--- src/rtl/fixed_to_float.sv ---
// Multi-cycle signed fixed-point to IEEE-754 single converter for the Nios II
// custom-instruction port: one normalising shift per cycle, then round-to-nearest-even.
module fixed_to_float #(
    parameter int FRAC_BITS = 30
) (
    input  logic        clk,
    input  logic        reset,
    input  logic        clk_en,
    input  logic        start,
    input  logic [31:0] dataa,
    output logic        done,
    output logic [31:0] result
);

    typedef enum logic [1:0] {
        IDLE,
        NORM,
        ROUND,
        FIN
    } state_t;

    // Biased exponent of a magnitude whose leading one already sits in bit 31.
    localparam logic [7:0] EXP_BASE = 8'(127 + 31 - FRAC_BITS);

    state_t      state;
    state_t      state_next;
    logic        sign;
    logic        sign_next;
    logic [31:0] mag;
    logic [31:0] mag_next;
    logic [4:0]  cnt;
    logic [4:0]  cnt_next;
    logic        done_next;
    logic [31:0] result_next;

    logic [31:0] abs_a;
    logic [7:0]  exp_raw;
    logic        round_up;
    logic [23:0] man_rnd;
    logic [7:0]  exp_fin;
    logic [22:0] man_fin;

    // Two's complement negate; 0x80000000 maps onto itself, which is the correct unsigned magnitude.
    assign abs_a = dataa[31] ? (~dataa + 32'd1) : dataa;

    // Bits below the 23 kept mantissa bits: mag[7] is guard, mag[6:0] fold into sticky.
    assign exp_raw  = EXP_BASE - {3'd0, cnt};
    assign round_up = mag[7] & ((|mag[6:0]) | mag[8]);
    assign man_rnd  = {1'b0, mag[30:8]} + {23'd0, round_up};
    assign exp_fin  = exp_raw + {7'd0, man_rnd[23]};
    assign man_fin  = man_rnd[22:0];

    always_comb begin
        state_next  = state;
        sign_next   = sign;
        mag_next    = mag;
        cnt_next    = cnt;
        done_next   = 1'b0;
        result_next = result;

        case (state)
            IDLE: begin
                if (start) begin
                    sign_next = dataa[31];
                    mag_next  = abs_a;
                    cnt_next  = 5'd0;
                    if (dataa == 32'd0) begin
                        result_next = 32'h0000_0000;
                        done_next   = 1'b1;
                    end else begin
                        state_next = NORM;
                    end
                end
            end
            NORM: begin
                if (!mag[31]) begin
                    mag_next = mag << 1;
                    cnt_next = cnt + 5'd1;
                end else begin
                    state_next = ROUND;
                end
            end
            ROUND: begin
                result_next = {sign, exp_fin, man_fin};
                done_next   = 1'b1;
                state_next  = FIN;
            end
            FIN: begin
                state_next = IDLE;
            end
            default: begin
                state_next = IDLE;
            end
        endcase
    end

    // Everything, including the done pulse, freezes while clk_en is low.
    always_ff @(posedge clk or posedge reset) begin
        if (reset) begin
            state  <= IDLE;
            sign   <= 1'b0;
            mag    <= 32'd0;
            cnt    <= 5'd0;
            done   <= 1'b0;
            result <= 32'd0;
        end else if (clk_en) begin
            state  <= state_next;
            sign   <= sign_next;
            mag    <= mag_next;
            cnt    <= cnt_next;
            done   <= done_next;
            result <= result_next;
        end
    end

endmodule

--- config.mk ---
export PLATFORM = sky130hd
export DESIGN_NAME = fixed_to_float
export DESIGN_NICKNAME = d
export VERILOG_FILES = /design/src/rtl/fixed_to_float.sv
export SDC_FILE = /design/constraint.sdc
export NUM_CORES = 1
export LEC_CHECK = 0
export CAP_MARGIN = 20
export CORE_MARGIN = 1
export CORE_UTILIZATION = 50
export CTS_BUF_LIST = sky130_fd_sc_hd__clkbuf_2
export DETAILED_ROUTE_END_ITERATION = 7
export GPL_TIMING_DRIVEN = 1
export PLACE_DENSITY = 0.8
export SETUP_SLACK_MARGIN = 0.1
export SYNTH_ARGS = -nofsm -noshare
export SYNTH_HDL_FRONTEND = slang
export SYNTH_SLANG_ARGS = --single-unit
--- constraint.sdc ---
create_clock -name clk -period 2.99 [get_ports clk]
set_clock_uncertainty 0.1 [all_clocks]
set_input_delay 0.299 -clock clk [delete_from_list [all_inputs] [get_ports clk]]
set_output_delay 0.299 -clock clk [all_outputs]
set_load 0.005 [all_outputs]
==> impl_metrics.env <==
export IMPL_ys_seq_area_share_pct=40.4
export IMPL_start_util_pct=51.9
export IMPL_grt_max_degree=39
export IMPL_fmax_ghz=0.391
export IMPL_maxCapViolCount=0
export IMPL_clk_latency_ns=0.53
export IMPL_crit_buf_inv=0
export IMPL_finalNonFillerCells=686
export IMPL_pwr_share_clk_pct=15.6
export IMPL_num_rows=34
export IMPL_leakage_nw=2.31
export IMPL_synth_xor_area_share_pct=9.29
export IMPL_num_antenna_cells=0
export IMPL_fillCellCount=703
export IMPL_powerDensity_nw_per_um2=813
export IMPL_r2r_cells=8
export IMPL_grt_usage_pct=24.0
export IMPL_finalCriticalPeriod_ns=2.56
export IMPL_slowest_delay_ns=0.55
export IMPL_num_vias=4214
export IMPL_internal_power_w=0.00277
export IMPL_numCtsBuffers=9
export IMPL_drive_above_1_share_pct=9.86
export IMPL_synth_mux_area_fraction_pct=2.93
export IMPL_crit_start="mag[22]$_DFFE_PP0P_"
export IMPL_power_frac_comb_pct=44.7
export IMPL_cp_num_cells=8
export IMPL_multiInputGateArea_um2=2480
export IMPL_setup_viol=0
export IMPL_area_growth_pct=23.1
export IMPL_die_w_um=97.1
export IMPL_yosys_warnings=0
export IMPL_r2r_slack_ns=0.43
export IMPL_post_cts_buffers=0
export IMPL_final_cell_mix="dfrtp_1 (73), clkdlybuf4s50_1 (68), nand2_1 (61)"
export IMPL_timing_setup_tns_ns=0
export IMPL_clk_path_buf_depth=2
export IMPL_yosys_area_share_adder_pct=2.21
export IMPL_cp_required_ns=3.33
export IMPL_slew_headroom_pct=48.2
export IMPL_critical_path_cell_chain="nand4_1 > nor3_1 > nand4_1 > ha_1 > nor3_1 > nor3b_1 > nor2b_1 > mux2_4"
export IMPL_synth_avg_cell_area_um2=9.03
export IMPL_pwr_share_seq_pct=39.7
export IMPL_r2r_end="result[28]$_DFFE_PP0P_"
export IMPL_antenna_left=0
export IMPL_final_period_utilization_pct=85.5
export IMPL_yosys_area_share_simple_pct=20.0
export IMPL_crit_path_end_kind="flip-flop"
export IMPL_synth_flop_cell="dfrtp_1"
export IMPL_place_ws_ns=0.0662
export IMPL_cts_resized=0
export IMPL_syn_nets=545
export IMPL_clock_sinks=73
export IMPL_dieArea_um2=9430
export IMPL_synth_edf_count=0
export IMPL_clkTransAtPathRegs_ns=0.22
export IMPL_layout_commonest_cell="dfrtp_1"
export IMPL_cpMaxStageDelayCell="dfrtp_1"
export IMPL_hold_violations=0
export IMPL_port_buffers=68
export IMPL_status="finished, final reports clean"
export IMPL_critPathLaunchType="flip-flop"
export IMPL_seq_area_um2=1830
export IMPL_arrival_ns=2.90
export IMPL_gp_congestion=0.845
export IMPL_wl_um=11200
export IMPL_min_path_type="primary input to asynchronous set/reset pin"
export IMPL_firstDrtPassIters=6
export IMPL_power_net_switching_w=0.00176
export IMPL_gr_total_overflow=0
export IMPL_synth_compound_area_share_pct=20.4
export IMPL_crit_end="result[28]$_DFFE_PP0P_"
export IMPL_core_area_um2=8720
export IMPL_wl_per_cell_um=16.3
export IMPL_synth_top_family_by_area="compound AO/OA/AOI/OAI gates"
export IMPL_syn_instance_count=501
export IMPL_mappedNetlistArea_um2=4520
export IMPL_grt_setup_unrepaired="no"
export IMPL_max_vdd_ir_drop_mv=0.388
export IMPL_viasPerCell=6.14
export IMPL_critPathTopFamily="simple AND/OR/NAND/NOR gates"
export IMPL_worstSetupPathType="flip-flop to flip-flop"
export IMPL_ctsHoldBuffers=0
export IMPL_netSwitchingFraction_pct=38.9
export IMPL_slew_viol_final=0
export IMPL_dp_cells=671
export IMPL_antenna_found_initial=0
export IMPL_drt_iter0_drc=255
export IMPL_r2r_start="mag[22]$_DFFE_PP0P_"
export IMPL_drc=0
export IMPL_final_core_util_pct=63.9
export IMPL_dp_hpwl_um=8230
export IMPL_grt_pass1_vias=3926
export IMPL_die_y_um=97.1
export IMPL_h_tree_depth=3
export IMPL_synth_seq_cells=73
export IMPL_cp_max_fo=8
export IMPL_grt_pass1_wl_um=18500
export IMPL_nets=618
export IMPL_setup_ws_ns=0.433
export IMPL_tightest_slew_ns=0.776
export IMPL_root_buffer="clkbuf_2"
export IMPL_tritoncts="yes"
export IMPL_synthArstFlopShare_pct=100
export IMPL_ys_types=54
export IMPL_io_pins=69
cells in the mapped netlist (8+ instances only):
cell       number  area, µm²
a21oi_1        17       85.1
clkbuf_1       27        101
dfrtp_1        73       1830
ha_1            8        100
inv_1          18       67.6
nand2_1        61        229
nand3_1        16       80.1
nand4_1        15       93.8
nor2_1         22       82.6
nor3_1         10       50.1
o211ai_1       12       90.1
o21ai_0        42        210
o221ai_1       10       87.6
o2bb2ai_1      18        158
o31ai_1         9       67.6
xnor2_1        10       87.6
xor2_1         38        333
flip-flops by register name, indices dropped and copies added (netlist names):
name / count
result: 32
sign: 1
mag: 32
state: 2
cnt: 5
done: 1
power by group through the flow:
stage	Clock, W	Sequential [W]	Combinational (W)
after detailed placement	0	0.00181	0.00200
final	0.000708	0.00180	0.00202
after floorplan	0	0.00170	0.00126
after global placement	0	0.00179	0.00195
after CTS	0.000708	0.00179	0.00202
after global routing	0.000750	0.00185	0.00222
cell type report:
type / count / share of cell area [%]
Multi-Input combinational cell: 377 / 44.5
Sequential cell: 73 / 32.8
Timing Repair Buffer: 95 / 16.3
Tap cell: 108 / 2.43
Clock inverter: 6 / 1.93
Inverter: 18 / 1.21
Clock buffer: 9 / 0.808
routing by layer:
| layer | share of wire (%) | vias up | global-route usage [%] |
|---|---|---|---|
| li1 | - | 1981 | - |
| met1 | 45 | 2012 | 33.6 |
| met2 | 46 | 193 | 38.0 |
| met3 | 6.8 | 28 | 3.31 |
| met4 | 2.3 | 0 | 9.30 |
| met5 | 0 | - | 0 |
kinds of logic (layout without fill, tap and decap cells):
kind of cell / after synthesis / after routing
buffers and inverters: 51 / 128
and+or+nand+nor: 174 / 174
AOI/OAI and AO/OA: 135 / 135
adders and majority gates: 8 / 8
xor gates and xnor gates: 48 / 48
muxes: 12 / 12
DFF: 73 / 73
through the flow:
stage	hold WS [ns]	instance area, µm²	total power (W)
final	0.0949	5570	0.00453
after global placement	0.365	5420	0.00373
after floorplan	0.350	4520	0.00297
after CTS	0.123	5570	0.00451
after global routing	0.169	5570	0.00482
after detailed placement	0.372	5420	0.00381
worst min-delay path by stage:
| stage | to | slack, ns | cells after the start |
|---|---|---|---|
| 6_report | result[0]$_DFFE_PP0P_ | 0.09 | 2 |
| 5_1_grt | result[0]$_DFFE_PP0P_ | 0.17 | 2 |
| 4_1_cts | result[0]$_DFFE_PP0P_ | 0.12 | 2 |
| 3_5_place_dp | sign$_DFFE_PP0P_ | 0.37 | 2 |
| 3_3_place_gp | sign$_DFFE_PP0P_ | 0.36 | 2 |
| 2_1_floorplan | sign$_DFFE_PP0P_ | 0.35 | 2 |
No activity file was read; power rests on OpenSTA's default activity.
